`src/rtl/pipe_pkg.sv`:
```
// pipe_pkg: shared definitions for the inter-stage pipeline register.
//   pipe_state_t  - occupancy state of a pipe_stage_reg instance
//   PIPE_NOP_BIT  - fill bit for the nop payload (the nop is all-zero)
package pipe_pkg;

  // Occupancy of the stage: no entry, main entry only, main + skid entry.
  typedef enum logic [1:0] {
    PS_EMPTY = 2'd0,
    PS_FULL  = 2'd1,
    PS_SKID  = 2'd2
  } pipe_state_t;

  // The nop payload is all zero at any width; replicate this bit DATA_W times.
  localparam logic PIPE_NOP_BIT = 1'b0;

endpackage

```
`src/rtl/pipe_slot.sv`:
```
// pipe_slot: one storage entry of a pipeline stage (valid + pc + bd + payload).
//   clk, reset      - clock, synchronous active-high reset (everything to 0)
//   load            - capture d_pc/d_bd/d_data and mark the slot valid
//   clear           - drop the entry: valid=0, payload becomes the nop;
//                     pc/bd are retained when KEEP_PC=1, zeroed otherwise
//   d_pc/d_bd/d_data - entry to capture on load
//   q_valid/q_pc/q_bd/q_data - held entry
// clear wins over load when both are asserted.
module pipe_slot import pipe_pkg::*; #(
  parameter int DATA_W  = 96,
  parameter int PC_W    = 32,
  parameter bit KEEP_PC = 1'b1
) (
  input  logic              clk,
  input  logic              reset,
  input  logic              load,
  input  logic              clear,
  input  logic [PC_W-1:0]   d_pc,
  input  logic              d_bd,
  input  logic [DATA_W-1:0] d_data,
  output logic              q_valid,
  output logic [PC_W-1:0]   q_pc,
  output logic              q_bd,
  output logic [DATA_W-1:0] q_data
);

  always_ff @(posedge clk) begin
    if (reset) begin
      q_valid <= 1'b0;
      q_pc    <= '0;
      q_bd    <= 1'b0;
      q_data  <= {DATA_W{PIPE_NOP_BIT}};
    end else if (clear) begin
      q_valid <= 1'b0;
      q_data  <= {DATA_W{PIPE_NOP_BIT}};
      // Retained pc/bd lets CP0 build EPC for an instruction that was flushed.
      if (!KEEP_PC) begin
        q_pc <= '0;
        q_bd <= 1'b0;
      end
    end else if (load) begin
      q_valid <= 1'b1;
      q_pc    <= d_pc;
      q_bd    <= d_bd;
      q_data  <= d_data;
    end
  end

endmodule

```
`src/rtl/pipe_stage_reg.sv`:
```
// pipe_stage_reg: parametrised inter-stage register (IF/ID, ID/EX, EX/MEM, MEM/WB).
//   clk, reset                 - clock, synchronous active-high reset
//   in_valid/in_ready          - upstream handshake
//   in_pc/in_bd/in_data        - upstream PC, delay-slot flag, payload
//   flush                      - kill all held entries (and any same-cycle input)
//   out_valid/out_ready        - downstream handshake
//   out_pc/out_bd/out_data     - held entry; out_data is the nop when out_valid=0
// Parameters: SKID=1 adds a second entry so in_ready comes from a flop;
// KEEP_PC=1 keeps the last PC/BD visible after the stage empties.
//
// Handshake: a transfer happens on a rising edge where valid and ready are both
// high (accept on the input side, drain on the output side). A source never
// waits for ready before raising valid, and ready may be high with valid low.
module pipe_stage_reg import pipe_pkg::*; #(
  parameter int DATA_W  = 96,
  parameter int PC_W    = 32,
  parameter bit SKID    = 1'b1,
  parameter bit KEEP_PC = 1'b1
) (
  input  logic              clk,
  input  logic              reset,
  input  logic              in_valid,
  output logic              in_ready,
  input  logic [PC_W-1:0]   in_pc,
  input  logic              in_bd,
  input  logic [DATA_W-1:0] in_data,
  input  logic              flush,
  output logic              out_valid,
  input  logic              out_ready,
  output logic [PC_W-1:0]   out_pc,
  output logic              out_bd,
  output logic [DATA_W-1:0] out_data
);

  // Current occupancy; kept as a named register so checkers can bind to it.
  pipe_state_t state;

  logic accept;
  logic drain;

  logic main_load;
  logic main_clear;
  logic skid_load;
  logic skid_clear;
  logic from_skid;

  logic [PC_W-1:0]   main_d_pc;
  logic              main_d_bd;
  logic [DATA_W-1:0] main_d_data;

  logic              skid_valid;
  logic [PC_W-1:0]   skid_pc;
  logic              skid_bd;
  logic [DATA_W-1:0] skid_data;

  assign accept = in_valid & in_ready;
  assign drain  = out_valid & out_ready;

  // With a skid entry, in_ready only looks at a flop (and reset), so the
  // downstream stall never ripples combinationally upstream.
  assign in_ready = SKID ? (~skid_valid & ~reset)
                         : ((~out_valid | out_ready) & ~reset);

  // Slot controls derived from the current state and the two handshakes.
  always_comb begin
    main_load  = 1'b0;
    main_clear = 1'b0;
    skid_load  = 1'b0;
    skid_clear = 1'b0;
    from_skid  = 1'b0;
    case (state)
      PS_EMPTY: main_load = accept;
      PS_FULL: begin
        // Without a skid entry, accept in FULL implies drain (ready follows out_ready).
        main_load  = accept & drain;
        skid_load  = accept & ~drain;
        main_clear = ~accept & drain;
      end
      PS_SKID: begin
        main_load  = drain;
        from_skid  = 1'b1;
        skid_clear = drain;
      end
      default: ;
    endcase
    // Flush turns the stage into a bubble and discards any same-cycle input.
    if (flush) begin
      main_load  = 1'b0;
      skid_load  = 1'b0;
      main_clear = 1'b1;
      skid_clear = 1'b1;
    end
  end

  always_comb begin
    main_d_pc   = in_pc;
    main_d_bd   = in_bd;
    main_d_data = in_data;
    if (from_skid) begin
      main_d_pc   = skid_pc;
      main_d_bd   = skid_bd;
      main_d_data = skid_data;
    end
  end

  always_ff @(posedge clk) begin
    if (reset) begin
      state <= PS_EMPTY;
    end else if (flush) begin
      state <= PS_EMPTY;
    end else begin
      case (state)
        PS_EMPTY: if (accept) state <= PS_FULL;
        PS_FULL: begin
          if (accept & ~drain)      state <= PS_SKID;
          else if (~accept & drain) state <= PS_EMPTY;
        end
        PS_SKID:  if (drain) state <= PS_FULL;
        default:  state <= PS_EMPTY;
      endcase
    end
  end

  pipe_slot #(
    .DATA_W  (DATA_W),
    .PC_W    (PC_W),
    .KEEP_PC (KEEP_PC)
  ) u_main (
    .clk     (clk),
    .reset   (reset),
    .load    (main_load),
    .clear   (main_clear),
    .d_pc    (main_d_pc),
    .d_bd    (main_d_bd),
    .d_data  (main_d_data),
    .q_valid (out_valid),
    .q_pc    (out_pc),
    .q_bd    (out_bd),
    .q_data  (out_data)
  );

  if (SKID) begin : g_skid
    pipe_slot #(
      .DATA_W  (DATA_W),
      .PC_W    (PC_W),
      .KEEP_PC (KEEP_PC)
    ) u_skid (
      .clk     (clk),
      .reset   (reset),
      .load    (skid_load),
      .clear   (skid_clear),
      .d_pc    (in_pc),
      .d_bd    (in_bd),
      .d_data  (in_data),
      .q_valid (skid_valid),
      .q_pc    (skid_pc),
      .q_bd    (skid_bd),
      .q_data  (skid_data)
    );
  end else begin : g_no_skid
    assign skid_valid = 1'b0;
    assign skid_pc    = '0;
    assign skid_bd    = 1'b0;
    assign skid_data  = '0;
    logic unused_skid_ctl;
    assign unused_skid_ctl = skid_load | skid_clear;
  end

endmodule

```
`config.mk`:
```
export PLATFORM = sky130hd
export DESIGN_NAME = pipe_stage_reg
export DESIGN_NICKNAME = d
export VERILOG_FILES = /design/src/rtl/pipe_pkg.sv /design/src/rtl/pipe_slot.sv /design/src/rtl/pipe_stage_reg.sv
export SDC_FILE = /design/constraint.sdc
export NUM_CORES = 1
export LEC_CHECK = 0
export BUFFER_PORTS_ARGS = -buffer_cell sky130_fd_sc_hd__buf_2
export CORE_MARGIN = 2
export CORE_UTILIZATION = 45
export DETAILED_ROUTE_END_ITERATION = 12
export PLACE_DENSITY = 0.78
export SLEW_MARGIN = 20
export SYNTH_ARGS = -nofsm -noshare
export SYNTH_HDL_FRONTEND = slang
export SYNTH_SLANG_ARGS = --single-unit
```
`constraint.sdc`:
```
create_clock -name clk -period 2.9 [get_ports clk]
set_clock_uncertainty 0.1 [all_clocks]
set_input_delay 0.29 -clock clk [delete_from_list [all_inputs] [get_ports clk]]
set_output_delay 0.29 -clock clk [all_outputs]
set_load 0.005 [all_outputs]
```
# Yosys cells after proc, flatten, opt, wreduce, memory -nomap -nowiden
# Index checks and enable logic that the tools add are counted.
# op_classes
n_eq_ne,5
n_mux,17
n_bitwise,12
reduce_logical,7
# op_table
operator,count
$mux W96,1
$mux W32,1
$mux W1,9
$mux W2,4
$and A1 B1 Y1,6
$not A1 Y1,6
$pmux W2 S3,1
$reduce_or A2 Y1,3
$ne A2 B2 Y1 const B,2
$reduce_and A2 Y1,2
$ne A3 B3 Y1 const B,1
$pmux W1 S3,1
$reduce_and A3 Y1,1
$eq A2 B1 Y1 const B,1
$eq A2 B2 Y1 const B,1
$logic_not A2 Y1,1
# word_totals
reg_bits,262
inputBits,134
out_inout_bits,131
elab_cells,50

# Depth between registers and ports, before layout
# Gate-level depths: netlist of the first run.
# depth
depth_word,9
mapped_depth,13
ltp_nobuf,8

# Hierarchy
# From an unflattened synthesis of the first run, not the netlist that was laid out.
# unflattened
cells_unflattened,1094
hier_area_um2,11633.7
# modules_own_cells
module,n_inst,cells_each,area_each_um2,seq_area_each_um2
pipe_slot,2,463,4958.5,2602.5
pipe_stage_reg,1,168,1716.6,40.0

# Least setup slack after synthesis of the first run
# OpenSTA, ideal clock, no wires.
# synth_timing
kind,in2reg
from,in reset
to,reg u_main.q_pc[10]
setup_ns,0.142
arrival_ns,2.229
t_required_ns,2.658
setup_slack_ns,0.429
stages,11
path_buffers,4
cell_sequence,buf_2 clkbuf_1 nor2_1 nand2_1 inv_1 ha_1 or4bb_1 o211ai_2 buf_2 buf_1 a311oi_1
# synth_via
elab_chain_cells,9
elab_cells_between_ends,12
classes_between,mux (4); bitwise (7); reduce/logical (1)
# synth_rtl
item,line_no,source
"start, declared",pipe_stage_reg.sv:21,"input logic reset,"
$not A1 Y1 *,n/a,
$and A1 B1 Y1 *,pipe_stage_reg.sv:61,assign in_ready = SKID ? (~skid_valid & ~reset)
net in_ready,pipe_stage_reg.sv:23,"output logic in_ready,"
$and A1 B1 Y1 *,pipe_stage_reg.sv:56,assign accept = in_valid & in_ready;
$not A1 Y1,pipe_stage_reg.sv:77,main_clear = ~accept & drain;
$and A1 B1 Y1,pipe_stage_reg.sv:77,
$mux W1,pipe_stage_reg.sv:71,case (state)
$mux W1,pipe_stage_reg.sv:87,if (flush) begin
$not A1 Y1 (no source line),n/a,
$reduce_and A2 Y1 (no source line) *,n/a,
"end signal, assigned",pipe_slot.sv:43,q_pc <= d_pc;
"end, declared",pipe_slot.sv:22,"output logic [PC_W-1:0] q_pc,"
# The timed path passes the listed nets; every way through them passes the cells marked *.
# A chain may end at the register's enable or synchronous reset.

# Worst setup path in the final report of the first run
# layout_timing
from,reg g_skid.u_skid.q_valid
to,reg u_main.q_pc[20]
# layout_via
elab_chain_cells,9
elab_cells_between_ends,12
classes_between,mux (4); bitwise (7); reduce/logical (1)
# layout_rtl
item,line_no,source
"start, declared",pipe_slot.sv:21,"output logic q_valid,"
"start signal, assigned",pipe_slot.sv:29,q_valid <= 1'b0;
"start signal, assigned",pipe_slot.sv:34,q_valid <= 1'b0;
"start signal, assigned",pipe_slot.sv:42,q_valid <= 1'b1;
$not A1 Y1 *,pipe_stage_reg.sv:61,
$and A1 B1 Y1 *,pipe_stage_reg.sv:61,
$and A1 B1 Y1 *,pipe_stage_reg.sv:56,
$not A1 Y1,pipe_stage_reg.sv:77,
$and A1 B1 Y1,pipe_stage_reg.sv:77,
$mux W1,pipe_stage_reg.sv:71,
$mux W1,pipe_stage_reg.sv:87,
$not A1 Y1 (no source line),n/a,
$reduce_and A2 Y1 (no source line) *,n/a,
# Every way passes the cells marked *; elsewhere a longest branch is shown, timed or not.

==> results of run 1 <==
## metal layers
layer,global-route usage,wire length [um],up-vias
met5,0,0,-
met4,0.108,1290,0
met3,0.0540,2250,96
met2,0.425,15500,426
met1,0.286,12600,4823
li1,-,-,4868
## report_power, final
group          internal [mW]  switching (mW)  leakage, nW
combinational          0.347           0.380         3.75
sequential              3.66          0.0338         2.12
clock                   2.18            1.47        0.479
## worst max-delay path, delay by kind of cell (launching register included)
family | cells | cell delay, ns
AO/OA/AOI/OAI | 3 | 0.53
adder cells (fa/ha/maj) | 1 | 0.16
buffers and inverters | 2 | 0.37
flip-flops | 1 | 0.32
AND/OR/NAND/NOR | 3 | 0.79
## area by class of cell
| cell class | instances | share of cell area |
|---|---|---|
| Inverter | 4 | 0.00122 |
| Sequential cell | 262 | 0.365 |
| Clock inverter | 13 | 0.00845 |
| Timing Repair Buffer | 412 | 0.202 |
| Multi-Input combinational cell | 805 | 0.337 |
| Clock buffer | 39 | 0.0580 |
| Antenna cell | 1 | 0.000174 |
| Tap cell | 319 | 0.0278 |
## cell usage in the layout, fill, tap and decap left out
cell / Yosys / layout
nand2b_4: 0 / 1
diode_2: 0 / 1
o211ai_4: 0 / 2
inv_4: 0 / 1
a211o_4: 0 / 1
nor3_1: 2 / 2
a211oi_1: 96 / 96
clkbuf_16: 0 / 29
inv_1: 4 / 3
nor2_1: 6 / 6
buf_12: 0 / 12
dfxtp_1: 262 / 262
mux2i_1: 129 / 129
buf_4: 10 / 6
or4b_4: 1 / 1
clkinv_4: 0 / 1
nor2b_1: 1 / 1
and3_4: 0 / 1
clkbuf_8: 0 / 7
nand4b_1: 1 / 1
clkbuf_1: 87 / 3
clkinv_2: 0 / 9
ha_1: 3 / 3
a21oi_1: 261 / 261
dlygate4sd3_1: 0 / 130
bufinv_16: 0 / 2
nand2_1: 261 / 261
a31oi_1: 1 / 1
nand3b_1: 1 / 1
a311oi_1: 33 / 33
nand3_4: 0 / 1
and2_4: 0 / 1
or3_4: 0 / 1
clkinvlp_4: 0 / 1
or4bb_1: 1 / 1
buf_2: 16 / 264
## worst max path at each step
stage	start	endpoint	slack, ns	cells after the start
after floorplan	reset	u_main.q_pc[10]$_SDFFE_PP0P_	0.43	11
after global placement	reset	u_main.q_pc[9]$_SDFFE_PP0P_	0.59	10
after detailed placement	reset	u_main.q_pc[9]$_SDFFE_PP0P_	0.46	10
after CTS	g_skid.u_skid.q_valid$_SDFFE_PP0P_	u_main.q_pc[9]$_SDFFE_PP0P_	0.53	9
after global routing	g_skid.u_skid.q_valid$_SDFFE_PP0P_	u_main.q_pc[0]$_SDFFE_PP0P_	0.39	9
final	g_skid.u_skid.q_valid$_SDFFE_PP0P_	u_main.q_pc[20]$_SDFFE_PP0P_	0.51	9
## through the flow
stage,setup slack [ns],hold slack [ns]
after CTS,0.534,0.0416
after detailed placement,0.462,0.346
after global placement,0.592,0.340
after floorplan,0.429,0.267
after global routing,0.394,0.109
final,0.511,0.0663
## sequential cells by signal, indices dropped and copies added, names as in the netlist
signal / flops
g_skid.u_skid.q_pc: 32
g_skid.u_skid.q_data: 96
u_main.q_pc: 32
g_skid.u_skid.q_bd: 1
g_skid.u_skid.q_valid: 1
u_main.q_bd: 1
state: 2
u_main.q_data: 96
u_main.q_valid: 1
## what timing repair did
item / in CTS / in global routing
endpoints found under the hold margin: 133 / 0
resized for setup: 0 / 0
hold buffers: 130 / 0
## logic make-up after synthesis
| group | share of synthesized area |
|---|---|
| flops | 0.498 |
| simple gates | 0.103 |
| mux | 0.122 |
| fa+ha+maj | 0.00356 |
| compound gates | 0.223 |
| buf+inv | 0.0496 |
==> impl_metrics.yaml, run 1 <==
sta:
  fmax_mhz: 419
  finalSetupTns_ns: 0
  rsz0062_at_grt: "false"
  setup_violations: 0
  worst_pin_slew_ns: 0.966
  slew_headroom: 0.356
  slew_violations: 0
  hold_violations: 0
  layout_min_cycle_time_ns: 2.39
  period_share: 0.824
cells_and_area:
  multiInputGateArea_um2: 4830
  fillers: 1836
  fin_area_um2: 14400
  final-seq-area_um2: 5250
  final_util: 0.617
  stdcell_count: 1855
  drive_gt1_frac: 0.222
  syn_to_final_growth_pct: 36.2
  final_nets: 1650
critical_path:
  worstSetupEndpointType: "flop"
  reg2reg_from: "g_skid.u_skid.q_valid$_SDFFE_PP0P_"
  worstPathRequired_ns: 3.24
  crit_path_cell_trace: "nor2_1 > nand2_1 > inv_1 > ha_1 > or4bb_1 > o211ai_4 > buf_12 > a21oi_1 > a311oi_1"
  worst_setup_path_start_kind: "flop"
  r2r_setup_slack_ns: 0.51
  rr_endpoint: "u_main.q_pc[20]$_SDFFE_PP0P_"
  worstSetupPathType: "reg2reg"
  crit_fanout: 66
  arrival_ns: 2.73
  crit_slowest_cell: "or4bb_1"
  slowest_delay_ns: 0.54
  rr_worst_depth: 9
synth:
  yosysMostFrequentCell: "dfxtp_1"
  synth-async-reset-ratio: 0
  ys.warnings.count: 0
  synthFlopType: "dfxtp_1"
  synth_common_cells: "dfxtp_1 (262), a21oi_1 (261), nand2_1 (261)"
  ys_ff_latch: 262
  syn_avg_cell_area_um2: 8.85
  ys_types: 27
  yosysTopAreaCell: "dfxtp_1"
  synth_seq_area_share: 0.498
  synthTopCellsByArea: "dfxtp_1 (50%), a21oi_1 (12%), mux2i_1 (12%)"
  syn_area_um2: 10500
  synth_nets: 1328
  synth_edf_count: 0
  syn_inst: 1191
  synth_top_area_frac: 0.498
clock_network:
  root_buffer: "clkbuf_16"
  insertion_delay_ns: 0.53
  clockBufferDepth: 3
  cts_tree: "done"
  cts_sinks: 262
  post_cts.repair.setup_buffers: 0
  cts.clk_slew.worst_paths_ns: 0.06
  htree_num_levels: 1
  numCtsBuffers: 28
die:
  core-area_um2: 23300
  std_cell_rows: 56
  die-area_um2: 24700
  dieWidth_um: 157
  pin_count: 265
  start_util: 0.453
  die_h_um: 157
grt:
  grt_pass1_vias: 10100
  grt_first_pass_wirelength_um: 49400
  overflow: 0
  antenna_found_initial: 1
  grt_max_degree: 131
  grt.total_usage: 0.243
run:
  drv_cap: 0
place:
  gp_congestion: 0.827
  portBuffers: 264
  place_hpwl_um: 17100
  place_inst: 1672
  placed_area_um2: 12100
worst_hold_path:
  holdPathStages: 4
  hp-start: "out_ready"
  hold_path_class: "in2reg"
  holdPathEnd: "state[1]$_SDFFE_PP0P_"
detailed_routing:
  dr.first_iter.drc_count: 647
  via_per_inst: 5.51
  drc_errors: 0
  num_vias: 10200
  ant_nets: 0
  drt_pass1_iterations: 5
  wl_um: 31700
  wl_per_cell_um: 17.1
power:
  ir_worst_vdd_v: 0.000419
  power_mw: 8.06
  leakage_nw: 6.34
  power_density_nw_per_um2: 562
status:
  status: "finished, final reports clean"
Power figures use the tool's default switching activity.
==> run 2: changes to the inputs <==
==> constraint.sdc (replaced) <==
create_clock -name clk -period 2.35 [get_ports clk]
set_clock_uncertainty 0.1 [all_clocks]
set_input_delay 0.235 -clock clk [delete_from_list [all_inputs] [get_ports clk]]
set_output_delay 0.235 -clock clk [all_outputs]
set_load 0.005 [all_outputs]
==> run 2 against run 1 <==
Net effect:
- cell count grew 1.1%
- count of clock-buffer cells in the layout grew 1
- via count grew 1.9%
- register-to-register slack lost 0.44 ns
- first-iteration DRC count grew 20%
- hold slack gained 0.048 ns
- non-clock buffer count grew 23
- power grew 20%
- wire length grew 3.1%
==> impl_metrics.yaml, run 2 (synthesized netlist as in run 1, its figures left out) <==
clock_network:
  cts.clk_slew.worst_paths_ns: 0.06
  cts_tree: "done"
  cts_sinks: 262
  clockBufferDepth: 3
  insertion_delay_ns: 0.52
  root_buffer: "clkbuf_16"
  numCtsBuffers: 27
  htree_num_levels: 1
cells_and_area:
  layout_commonest_cell: "buf_2"
  drive_gt1_frac: 0.226
  final_nets: 1672
  stdcell_count: 1875
  fin_area_um2: 14600
  final_util: 0.626
  final_cell_mix: "buf_2 (264), dfxtp_1 (262), nand2_1 (261), a21oi_1 (261), dlygate4sd3_1 (132)"
  syn_to_final_growth_pct: 38.0
  fillers: 1824
  top_regs: "g_skid.u_skid.q_data x96, u_main.q_data x96"
sta:
  rsz0062_at_grt: "true"
  period_share: 0.994
  layout_min_cycle_time_ns: 2.34
  fmax_mhz: 428
  hold_violations: 0
  finalSetupTns_ns: 0
  slew_violations: 0
  slew_headroom: 0.489
  setup_slack_ns: 0.0139
  worst_pin_slew_ns: 0.767
  timing.hold.ws_ns: 0.114
  setup_violations: 0
critical_path:
  rr_worst_depth: 9
  worstPathRequired_ns: 2.69
  crit_path_end: "u_main.q_data[15]$_SDFFE_PP0P_"
  worst_setup_path_start_kind: "input port"
  worstSetupEndpointType: "flop"
  path_buf_inv: 5
  worst-path-stages: 9
  crit_family: "buffers and inverters"
  reg2reg_from: "g_skid.u_skid.q_valid$_SDFFE_PP0P_"
  r2r_setup_slack_ns: 0.07
  cp_common_cell: "buf_4"
  arrival_ns: 2.68
  startpoint: "reset"
  crit_fanout: 23
  slowest_delay_ns: 0.55
  rr_endpoint: "u_main.q_pc[24]$_SDFFE_PP0P_"
  crit_slowest_cell: "dlygate4sd3_1"
  worstSetupPathType: "in2reg"
  crit_path_cell_trace: "buf_2 > dlygate4sd3_1 > buf_4 > or4b_4 > o211ai_4 > buf_4 > clkbuf_16 > a21oi_1 > a211oi_1"
place:
  place_hpwl_um: 17700
  dp_slack_ns: 0.00894
  place_inst: 1681
  portBuffers: 264
  placed_area_um2: 12200
  gp_congestion: 0.834
detailed_routing:
  wl_per_cell_um: 17.4
  via_per_inst: 5.55
  dr.first_iter.drc_count: 775
  drt_pass1_iterations: 5
  wl_met3_um: 2270
  dr_wl_met2_um: 16200
  ant_nets: 0
  drc_errors: 0
  num_vias: 10400
  met1_length_um: 12900
  dr.max_layer_used: "met4"
  wl_um: 32700
grt:
  grt.total_usage: 0.246
  grt_pass1_vias: 10000
  overflow: 0
  grt_max_degree: 77
  antenna_found_initial: 3
  grt_first_pass_wirelength_um: 49700
worst_hold_path:
  hold_path_class: "in2reg"
  hp-start: "out_ready"
run:
  drv_cap: 0
power:
  power_density_nw_per_um2: 662
  power_mw: 9.64
  leakage_nw: 6.44
  ir_worst_vdd_v: 0.000520
status:
  status: "finished, final reports clean"
die:
  dieWidth_um: 157
  pin_count: 265
  start_util: 0.453
  die_h_um: 157
  die-area_um2: 24700
  core-area_um2: 23300
  std_cell_rows: 56
run 2: worst reg2reg max path, delay by kind of cell, from the launching register on:
family	cells	cell delay (ns)
buffers and inverters	2	0.30
adder cells (fa/ha/maj)	1	0.17
AND/OR/NAND/NOR	3	0.76
AO/OA/AOI/OAI	3	0.54
flip-flops	1	0.33
run 2: final cells by class:
cell class | count | area (um^2) | area share
inverters | 4 | 17.5 | 0.00120
diodes | 4 | 10.0 | 0.000688
repair buffers | 435 | 3210 | 0.221
clock inverters | 6 | 83.8 | 0.00576
multi-input cells | 805 | 4840 | 0.333
clock buffers | 40 | 744 | 0.0512
flip-flops and latches | 262 | 5250 | 0.360
well taps | 319 | 399 | 0.0274
run 2: metal layers:
metal | GRT usage | vias up
li1 | - | 4906
met1 | 0.281 | 4936
met2 | 0.440 | 449
met3 | 0.0515 | 117
met4 | 0.110 | 0
met5 | 0 | -
run 2: what timing repair did:
item                                   4_1_cts  5_1_grt
resized for setup                            0        3
endpoints found under the hold margin      245        0
hold buffers                               132        0
setup endpoints to repair                    0       31
buffers inserted                             0        8
run 2: how the worst min path moves through the flow:
stage / endpoint / slack (ns) / cells past startpoint
2_1_floorplan: state[0]$_SDFFE_PP0P_ / 0.21 / 1
3_3_place_gp: g_skid.u_skid.q_pc[7]$_SDFFE_PP0P_ / 0.34 / 2
3_5_place_dp: g_skid.u_skid.q_data[84]$_SDFFE_PP0P_ / 0.35 / 2
4_1_cts: state[0]$_SDFFE_PP0P_ / 0.08 / 5
5_1_grt: state[0]$_SDFFE_PP0P_ / 0.16 / 5
6_report: state[0]$_SDFFE_PP0P_ / 0.11 / 5
run 2: power by group:
group          switching [mW]  internal, mW  total [mW]  leakage, nW
sequential             0.0423          4.52        4.56         2.12
combinational           0.487         0.470       0.957         3.91
clock                    1.73          2.39        4.12        0.404
total                    2.26          7.38        9.64         6.44
==> run 3: changes to the inputs <==
--- a/config.mk
+++ b/config.mk
@@ -6,10 +6,12 @@
 export NUM_CORES = 1
 export LEC_CHECK = 0
 export BUFFER_PORTS_ARGS = -buffer_cell sky130_fd_sc_hd__buf_2
+export CELL_PAD_IN_SITES_DETAIL_PLACEMENT = 0
+export CELL_PAD_IN_SITES_GLOBAL_PLACEMENT = 1
 export CORE_MARGIN = 2
-export CORE_UTILIZATION = 45
+export CORE_UTILIZATION = 39
 export DETAILED_ROUTE_END_ITERATION = 12
-export PLACE_DENSITY = 0.78
+export PLACE_DENSITY = 0.88
 export SLEW_MARGIN = 20
 export SYNTH_ARGS = -nofsm -noshare
 export SYNTH_HDL_FRONTEND = slang
==> run 3 against run 2 <==
Net effect:
- first-iteration DRC count is 5.4% lower
- cell count is 0.48% higher
- sequential share of layout area hardly changed
- global-route usage is 3.5 points lower
- clock power is 7.0% higher
==> impl_metrics.yaml, run 3 (synthesized netlist as in run 1, its figures left out) <==
sta:
  slew_headroom: 0.502
  setup_violations: 0
  period_share: 0.972
  layout_min_cycle_time_ns: 2.28
  worst_pin_slew_ns: 0.747
  setup_slack_ns: 0.0669
  timing.hold.ws_ns: 0.0360
  slew_violations: 0
  fmax_mhz: 438
  hold_violations: 0
grt:
  grt_pass1_vias: 9749
  grt_first_pass_wirelength_um: 49900
  antenna_found_initial: 0
  overflow: 0
  grt_max_degree: 105
  grt.total_usage: 0.211
critical_path:
  worst_setup_path_start_kind: "flop"
  worstPathRequired_ns: 2.67
  rr_worst_depth: 9
  crit_fanout: 10
  arrival_ns: 2.60
  worstSetupPathType: "reg2reg"
  worstSetupEndpointType: "flop"
die:
  die-area_um2: 28400
  start_util: 0.394
  pin_count: 265
  core-area_um2: 26700
  std_cell_rows: 60
  die_h_um: 168
  dieWidth_um: 168
power:
  power_mw: 9.90
  power_density_nw_per_um2: 680
  ir_worst_vdd_v: 0.000518
  leakage_nw: 6.43
clock_network:
  cts.clk_slew.worst_paths_ns: 0.06
  insertion_delay_ns: 0.52
  htree_num_levels: 1
  root_buffer: "clkbuf_16"
  clockBufferDepth: 3
  cts_sinks: 262
  numCtsBuffers: 29
  cts_tree: "done"
place:
  dp_slack_ns: 0.0632
  placed_area_um2: 12200
  gp_congestion: 0.775
  portBuffers: 264
  place_hpwl_um: 17600
detailed_routing:
  wl_per_cell_um: 16.8
  dr.first_iter.drc_count: 733
  via_per_inst: 5.31
  ant_nets: 0
  drc_errors: 0
  num_vias: 10000
  wl_um: 31700
  drt_pass1_iterations: 5
worst_hold_path:
  holdPathStages: 4
  hold_path_class: "in2reg"
cells_and_area:
  fillers: 2350
  top_regs: "g_skid.u_skid.q_data x96, u_main.q_data x96"
  final_cell_mix: "buf_2 (264), dfxtp_1 (262), nand2_1 (261), a21oi_1 (261), dlygate4sd3_1 (130)"
  layout_commonest_cell: "buf_2"
  drive_gt1_frac: 0.229
  fin_area_um2: 14600
  diodes: 0
  syn_to_final_growth_pct: 38.1
  final_nets: 1661
run:
  drv_cap: 0
status:
  status: "finished, final reports clean"
run 3: cell types whose count changed in the layout (fill, tap and decap cells not counted), moves of 3 or more:
cell / change
clkbuf_8: +8
diode_2: -4
clkbuf_1: -8
buf_4: -8
clkinv_2: +3
run 3: through the flow:
step                instances  TNS, ns   util
floorplan                1191        0      -
global placement         1699        0  0.457
detailed placement       1699        0  0.457
CTS                      1879        0  0.541
global route             1884  -0.0393  0.545
finish                   1884        0  0.545
run 3: critical path, stage by stage (launching register included):
cell and delay (ns):
dfxtp_1 0.33, nor2_2 0.10, nand2_1 0.10, inv_2 0.07
ha_1 0.15, or4bb_4 0.54, o211ai_4 0.16, buf_12 0.18
a21oi_1 0.10, a311oi_2 0.35
run 3: final timing paths:
kind / start / end / slack [ns]
worst max register to register: g_skid.u_skid.q_valid$_SDFFE_PP0P_ / u_main.q_pc[29]$_SDFFE_PP0P_ / 0.07
worst min register to register: g_skid.u_skid.q_data[82]$_SDFFE_PP0P_ / g_skid.u_skid.q_data[82]$_SDFFE_PP0P_ / 0.35
worst min-delay path: out_ready / state[1]$_SDFFE_PP0P_ / 0.04
worst max-delay path: g_skid.u_skid.q_valid$_SDFFE_PP0P_ / u_main.q_pc[29]$_SDFFE_PP0P_ / 0.07
run 3: report_power, final:
part | total [mW] | switching [mW] | internal, mW
Clock | 4.41 | 1.75 | 2.66
Combinational | 0.929 | 0.474 | 0.454
Sequential | 4.56 | 0.0420 | 4.52
run 3: cell type report:
class	count	area [um^2]	share of cell area
multi-input cells	805	4850	0.333
well taps	341	427	0.0293
inverters	4	17.5	0.00120
clock buffers	42	875	0.0601
clock inverters	8	67.6	0.00464
repair buffers	422	3090	0.212
flip-flops and latches	262	5250	0.360
run 3: what timing repair did:
item | in CTS | in global routing
hold buffers | 130 | 0
buffers inserted | 0 | 2
resized for setup | 0 | 3
endpoints found under the setup margin | 0 | 24
endpoints found under the hold margin | 255 | 0
run 3: metal layers:
layer	track usage	part of all wire	vias to the layer above
li1	-	-	4884
met1	0.258	0.42	4733
met2	0.371	0.48	329
met3	0.0409	0.064	65
met4	0.0690	0.029	0
met5	0	0	-
